===== src/rtl/fifo_destino.sv =====
// Destination FIFO: circular buffer between the routing stage and the downstream consumer.
// Latency: registered read, data_out/valid_out one cycle after an accepted pop.
// Backpressure: pause at occupancy >= UMBRAL_ALTO; push on full without pop is dropped.
//
// Optional build macro: FIFO_DESTINO_ERR_EN
//   defined   -> error is a sticky flag set by any rejected push or pop, cleared by reset
//   undefined -> error is tied low and no error logic exists
//
// Ports:
//   clk           sole clock, rising edge
//   reset         synchronous, active-high
//   push/data_in  write request and word from the routing stage
//   pop           read request from the consumer
//   data_out      registered read word (holds last value when no pop)
//   valid_out     data_out carries a word popped at the previous edge
//   full/empty    occupancy == DEPTH / occupancy == 0
//   pause         occupancy >= UMBRAL_ALTO (back-pressure upstream)
//   almost_empty  occupancy <= UMBRAL_BAJO
//   error         overflow/underflow flag (see macro above)
//
// DEPTH must be a power of two and at least 4: pointers wrap by natural
// binary overflow, and the count keeps one extra bit to represent DEPTH.
module fifo_destino #(
    parameter int DATA_W      = 6,
    parameter int DEPTH       = 8,
    parameter int UMBRAL_ALTO = 6,
    parameter int UMBRAL_BAJO = 1
) (
    input  logic              clk,
    input  logic              reset,
    input  logic              push,
    input  logic [DATA_W-1:0] data_in,
    input  logic              pop,
    output logic [DATA_W-1:0] data_out,
    output logic              valid_out,
    output logic              full,
    output logic              empty,
    output logic              pause,
    output logic              almost_empty,
    output logic              error
);

    localparam int AW = $clog2(DEPTH);
    localparam int CW = AW + 1;

    localparam logic [CW-1:0] L_DEPTH = CW'(DEPTH);
    localparam logic [CW-1:0] L_ALTO  = CW'(UMBRAL_ALTO);
    localparam logic [CW-1:0] L_BAJO  = CW'(UMBRAL_BAJO);

    // Storage and pointers
    logic [DATA_W-1:0] r_mem [DEPTH];
    logic [AW-1:0]     r_wr_ptr;
    logic [AW-1:0]     r_rd_ptr;
    logic [CW-1:0]     r_count;

    // Registered read port
    logic [DATA_W-1:0] r_data_out;
    logic              r_valid_out;

    // Decodes and handshake qualifiers
    logic w_full;
    logic w_empty;
    logic w_pop_acc;
    logic w_push_acc;

    // Status flags depend on the count register only, never on the same-cycle
    // request lines, so upstream sees a glitch-free registered decode.
    assign w_full  = (r_count == L_DEPTH);
    assign w_empty = (r_count == '0);

    assign w_pop_acc  = pop & ~w_empty;
    // A full FIFO can still take a word when a pop frees a slot on the same
    // edge; the pop reads the old rd_ptr slot, the push writes the wr_ptr slot,
    // and when full these are the same slot, read before overwrite.
    assign w_push_acc = push & (~w_full | w_pop_acc);

    // Memory: no reset needed, content is only ever read behind the count.
    always_ff @(posedge clk) begin
        if (!reset && w_push_acc) begin
            r_mem[r_wr_ptr] <= data_in;
        end
    end

    // Pointers and occupancy
    always_ff @(posedge clk) begin
        if (reset) begin
            r_wr_ptr <= '0;
            r_rd_ptr <= '0;
            r_count  <= '0;
        end else begin
            if (w_push_acc) begin
                r_wr_ptr <= r_wr_ptr + AW'(1);
            end
            if (w_pop_acc) begin
                r_rd_ptr <= r_rd_ptr + AW'(1);
            end
            case ({w_push_acc, w_pop_acc})
                2'b10:   r_count <= r_count + CW'(1);
                2'b01:   r_count <= r_count - CW'(1);
                default: r_count <= r_count;
            endcase
        end
    end

    // Read port: valid_out is a one-cycle pulse per accepted pop, data_out
    // keeps the last popped word between pops.
    always_ff @(posedge clk) begin
        if (reset) begin
            r_data_out  <= '0;
            r_valid_out <= 1'b0;
        end else begin
            r_valid_out <= w_pop_acc;
            if (w_pop_acc) begin
                r_data_out <= r_mem[r_rd_ptr];
            end
        end
    end

`ifdef FIFO_DESTINO_ERR_EN
    // Sticky overflow/underflow flag. A pop against an empty FIFO counts as
    // rejected even when a concurrent push is accepted.
    logic w_push_rej;
    logic w_pop_rej;
    logic r_error;

    assign w_push_rej = push & ~w_push_acc;
    assign w_pop_rej  = pop & w_empty;

    always_ff @(posedge clk) begin
        if (reset) begin
            r_error <= 1'b0;
        end else if (w_push_rej | w_pop_rej) begin
            r_error <= 1'b1;
        end
    end

    assign error = r_error;
`else
    assign error = 1'b0;
`endif

    assign data_out     = r_data_out;
    assign valid_out    = r_valid_out;
    assign full         = w_full;
    assign empty        = w_empty;
    assign pause        = (r_count >= L_ALTO);
    assign almost_empty = (r_count <= L_BAJO);

endmodule


===== config.mk =====
export PLATFORM = sky130hd
export DESIGN_NAME = fifo_destino
export DESIGN_NICKNAME = d
export VERILOG_FILES = /design/src/rtl/fifo_destino.sv
export SDC_FILE = /design/constraint.sdc
export NUM_CORES = 1
export LEC_CHECK = 0
export CORE_MARGIN = 1.5
export CORE_UTILIZATION = 55
export CTS_CLUSTER_SIZE = 20
export DETAILED_ROUTE_END_ITERATION = 8
export DONT_BUFFER_PORTS = 1
export GPL_TIMING_DRIVEN = 0
export PLACE_DENSITY = 0.73
export SYNTH_ARGS = -nofsm -noshare
export SYNTH_HDL_FRONTEND = slang
export SYNTH_SLANG_ARGS = --single-unit

===== constraint.sdc =====
create_clock -name clk -period 3 [get_ports clk]
set_input_delay 0.75 -clock clk [delete_from_list [all_inputs] [get_ports clk]]
set_output_delay 0.75 -clock clk [all_outputs]
set_load 0.01 [all_outputs]

======== Word level (Yosys, flattened, before mapping) ========
Memories as Yosys holds them, arrays and structs flattened. A register that Yosys moved wholly into a read port is not among the register bits.
Index checks and enable logic that the tools add are counted.
storage, ports and cells
  output and inout bits ................... 12
  bits in registers ....................... 11
  logic and storage cells ................. 26
  bits in latches ......................... 0
  RAM bits ................................ 48
  bits in read-only memories .............. 0
  memories ................................ 1
cells by class
  $mul .................................... 0
  bitwise operators ....................... 5
  equal/unequal tests ..................... 3
  multiplexer cells ....................... 3
  $add $sub $neg .......................... 4
  reduce and logical (&&, ||, !) cells .... 4
  div/mod/pow operators ................... 0
  shifts and indexed selects .............. 0
  magnitude comparators ................... 2
memory list
  name   words  bits a word  rd ports  clocked after memory_dff  write ports  RTL line  RTL
  r_mem  8      6            1         1                         1            51        logic [DATA_W-1:0] r_mem [DEPTH];
operators with widths
  operator                                                           count
  case mux 4 bit (2 select lines)                                    1
  adder 3 x 1 -> 3 bit, second input constant                        2
  adder 4 x 1 -> 4 bit, second input constant                        1
  == test 4 bit, second input constant                               1
  greater-or-equal comparator 4 x 3 -> 1 bit, second input constant  1
  less-or-equal comparator 4 x 1 -> 1 bit, second input constant     1
  logical NOT 4 bit                                                  1
  subtractor 4 x 1 -> 4 bit, second input constant                   1
  AND 1 bit                                                          2
  == test 2 x 1 -> 1 bit, second input constant                      1
  == test 2 bit, second input constant                               1
  two-way mux 1 bit                                                  2
  NOT 1 bit                                                          2
  nonzero test 2 bit                                                 1
  logical AND 1 bit                                                  1
  logical NOT 1 bit                                                  1
  bitwise OR 1 bit                                                   1

======== Logic depth before layout (Yosys ltp) ========
  depth in word-level cells ............... 8
  depth in mapped cells ................... 7
  mapped depth without buffers ............ 6

======== Least setup slack after synthesis ========
Ideal clock, no wire load.
  path type ............................... register to register
  start ................................... register r_count[1]
  end ..................................... memory r_mem[0][0] (enable)
  data arrival time ....................... 1.983 ns
  cell stages (with the launch flop) ...... 7
  path buffers ............................ 0
  data required time ...................... 2.614 ns
  setup time .............................. 0.386 ns
  path slack .............................. 0.631 ns
  period minus slack after synthesis ...... 2.369 ns
  cells stage by stage .................... dfxtp_1 inv_1 ha_1 nand3b_1 o21a_1 nand2b_1 nor4_1
between the ends
  cells in the longest elaborated chain, start to end .. 8
RTL lines
  item                                         RTL line  RTL
  start, declared                              54        logic [CW-1:0] r_count;
  start signal, assigned                       98        2'b10: r_count <= r_count + CW'(1);
  start signal, assigned                       99        2'b01: r_count <= r_count - CW'(1);
  start signal, assigned                       100       default: r_count <= r_count;
  logical NOT 4 bit                            69        assign w_empty = (r_count == '0);
  NOT 1 bit                                    71        assign w_pop_acc = pop & ~w_empty;
  AND 1 bit                                    71
  bitwise OR 1 bit (*)                         75        assign w_push_acc = push & (~w_full | w_pop_acc);
  AND 1 bit (*)                                75
  logical AND 1 bit (*)                        79        if (!reset && w_push_acc) begin
  two-way mux 1 bit (*)                        79
  two-way mux 1 bit (not written as such) (*)  80        r_mem[r_wr_ptr] <= data_in;
  end, declared                                51
Every way passes the cells marked *; elsewhere a longest branch is shown, timed or not.

======== Final worst setup path ========
  start ................................... register r_count[1]
  end ..................................... memory r_mem[4][5] (enable)
Same word-level chain as after synthesis.

==> results.md <==
- Level count of the clock H-tree: 3
- Startpoint type of the worst setup path: flip-flop
- Max-slew headroom at the worst pin: 0.4023
- Critical path class: flip-flop to flip-flop
- Iteration-0 DRC count of the detailed router: 159
- Syn. warnings: 0
- Die height: 74.45 um
- CTS tree: built
- Final cycle utilization of the critical path: 0.9132
- Leakage power: 1.036 nW
- Overall power consumption: 2.141 mW
- Post-layout instance area: 3097 um2
- Weighted congestion at the end of routability-driven global placement: 0.8561
- Initial antenna violation count: 0
- Routed len/inst: 18.57 um
- Crit-path max FO: 8
- Final HPWL DP: 3859 um
- Core ar.: 4817 um2
- Worst EP required: 2.98 ns
- Result of the run: completed
- Reg clk slew, reported paths: 0.07 ns
- Global-route wire length before repair: 8680 um
- TritonRoute pass-1 iters: 4
- Final count of negative-setup-slack endpoints: 0
- CTS root buffer: sky130_fd_sc_hd__clkbuf_8
- Final Util: 0.6429
- Number of distinct library cells after synthesis: 41
- Setup repair after global routing missed its margin: false
- Final std cells w/o fill: 297
- Most common flop cell mapped by yosys: sky130_fd_sc_hd__edfxtp_1
- Relative area change from synthesis to final layout: 10.29%
- Post-route antenna net violation count: 0
- Number of enable-type register cells in the synthesized netlist: 48
- All-layer global routing usage: 0.2258
- Actual slew at the worst max-slew pin: 0.8897 ns
- Maximum ir drop on the vdd rail: 0.3738 mV
- Clock sinks: 65
- Maximum number of pins on one net before global-route repair: 12
- Leftover overflow at the end of global routing: 0
- Async set-or-reset flop fraction in the synthesized netlist: 0
- Clock Tree Buf Depth: 2
- Cts bufs inserted: 9
- Path type of the worst min-delay path: primary input to flip-flop
- Via-to-Cell Ratio: 5.875
- Average cell area after synthesis: 13.12 um2
- IO Count: 22
- Final antenna diode count: 0
- Post-Syn Area: 2808 um2
- Share of cells above drive strength 1: 0.1391
- PortBufs: 0
- Maximum clock rate: 365.0 MHz
- Power per cell area: 691.4 nW/um2
- CP endpoint kind: flip-flop
- Standard-cell rows: 25
- Post-synth net total: 230
- Via count: 1745
- Cell area after placement: 2892 um2
- Pre-CTS setup slack: -0.2223 ns
- Area of the die: 5543 um2
- Initial Util: 0.5829
- Die Wd: 74.45 um
- Data arrival time of the critical path: 2.72 ns
- Hold_buf cts: 0
- Post-layout nets: 241
- Synthesized netlist cell count: 214
- Final critical delay including setup and external delays: 2.740 ns
- Maximum clock skew at final layout: 0.008893 ns
- Clk Latency, worst-skew pair: 0.35 ns
- Inst Count DP: 281
- Final Worst Setup Slack: 0.2605 ns
- Number of storage elements in the synthesis netlist: 65
- Detailed Route WL: 5515 um
- Final Max Slew Viols: 0
- Number of failing hold endpoints at the final stage: 0
- Number of remaining DRC errors: 0
- Sequential-to-total area share from yosys stat: 0.6346
- Max-Cap Viols: 0
- Setup repair bufs after CTS: 0
- Vias in the first global route: 1756
## sequential cells by signal, indices dropped and copies added, names as in the netlist
| register | flops |
|---|---|
| r_wr_ptr | 3 |
| r_count | 4 |
| r_rd_ptr | 3 |
| valid_out | 1 |
| data_out | 6 |
| r_mem | 48 |
## Yosys cell counts (2+ instances only)
cell type	count	area (um2)
sky130_fd_sc_hd__edfxtp_1	48	1441
sky130_fd_sc_hd__mux2i_1	25	250.2
sky130_fd_sc_hd__nor2_1	20	75.07
sky130_fd_sc_hd__dfxtp_1	17	340.3
sky130_fd_sc_hd__nor3_1	16	80.08
sky130_fd_sc_hd__o22ai_1	12	75.07
sky130_fd_sc_hd__nand2_1	9	33.78
sky130_fd_sc_hd__nand2b_1	7	43.79
sky130_fd_sc_hd__a21oi_1	6	30.03
sky130_fd_sc_hd__ha_1	6	75.07
sky130_fd_sc_hd__clkbuf_1	4	15.01
sky130_fd_sc_hd__o21ai_0	4	20.02
sky130_fd_sc_hd__buf_4	3	22.52
sky130_fd_sc_hd__inv_1	3	11.26
sky130_fd_sc_hd__nand3b_1	3	22.52
sky130_fd_sc_hd__buf_2	2	10.01
sky130_fd_sc_hd__buf_6	2	22.52
sky130_fd_sc_hd__nor4_1	2	12.51
sky130_fd_sc_hd__o211ai_1	2	15.01
sky130_fd_sc_hd__o21a_1	2	15.01
## layout make-up
type | count | area, um2
inverter | 3 | 11.26
multi-input combinational | 135 | 962.2
buffer | 11 | 70.07
tap | 67 | 83.83
clock buffer | 11 | 131.4
clock inverter | 5 | 56.30
sequential | 65 | 1782
fill | 381 | 1720
## worst max-delay path: stages (launching register included)
cell	delay, ns
sky130_fd_sc_hd__dfxtp_1	0.53
sky130_fd_sc_hd__inv_1	0.13
sky130_fd_sc_hd__ha_1	0.31
sky130_fd_sc_hd__nand3b_1	0.20
sky130_fd_sc_hd__o21a_1	0.29
sky130_fd_sc_hd__nand2b_1	0.19
sky130_fd_sc_hd__nor3_1	0.72
## layer usage
layer	up-vias	share of wire	GRT usage	wire (um)
met1	861	0.44	0.2964	2426
met5	-	0	0	0
met4	0	0.024	0.1374	131
li1	824	-	-	-
met2	48	0.49	0.3413	2684
met3	12	0.050	0.05420	273
## through the flow
step	setup TNS, ns	hold slack, ns
6_report	0	0.4927
5_1_grt	0	0.4799
4_1_cts	0	0.4845
3_5_place_dp	-1.560	0.5173
3_3_place_gp	0	0.4832
2_1_floorplan	0	0.4754
## timing repair
item / CTS / global route
pin swaps: 0 / 0
endpoints found under the hold margin: 0 / 0
setup endpoints to repair: 12 / 6
resized for setup: 2 / 1
gates cloned: 0 / 0
## cell usage in the layout (no fill, tap or decap), types with 3 or more instances in the layout
cell	netlist	routed
sky130_fd_sc_hd__nor2_1	20	20
sky130_fd_sc_hd__o21ai_0	4	4
sky130_fd_sc_hd__nor3_1	16	15
sky130_fd_sc_hd__nand3b_1	3	3
sky130_fd_sc_hd__ha_1	6	6
sky130_fd_sc_hd__o22ai_1	12	12
sky130_fd_sc_hd__nand2b_1	7	7
sky130_fd_sc_hd__mux2i_1	25	25
sky130_fd_sc_hd__dfxtp_1	17	17
sky130_fd_sc_hd__clkbuf_8	0	9
sky130_fd_sc_hd__nand2_1	9	9
sky130_fd_sc_hd__a21oi_1	6	6
sky130_fd_sc_hd__edfxtp_1	48	48
sky130_fd_sc_hd__inv_1	3	3
sky130_fd_sc_hd__buf_4	3	3
sky130_fd_sc_hd__clkbuf_1	4	6
## kinds of logic after synthesis
family / synth area share
AOI/OAI and AO/OA: 0.07620
xor gates and xnor gates: 0.01203
adders and majority gates: 0.02674
buffers and inverters: 0.02896
DFF: 0.6346
muxes: 0.09314
other: 0.001336
and+or+nand+nor: 0.1270
## where the power goes
| group | leakage [nW] | internal (mW) | switching [mW] | total, mW |
|---|---|---|---|---|
| Sequential | 0.573 | 1.02 | 0.0645 | 1.08 |
| Combinational | 0.370 | 0.137 | 0.211 | 0.348 |
| Clock | 0.0933 | 0.382 | 0.331 | 0.713 |
## final timing paths
check	startpoint	to	slack, ns	depth (start not counted)
worst max-delay path	r_count[1]	r_mem[4][5]	0.26	6
worst min-delay path	data_in[1]	r_mem[3][1]	0.49	0
worst max register to register	r_count[1]	r_mem[4][5]	0.26	6
worst min register to register	r_wr_ptr[0]	r_wr_ptr[0]	0.54	2
Note: power is estimated with default switching activity, not from simulation.
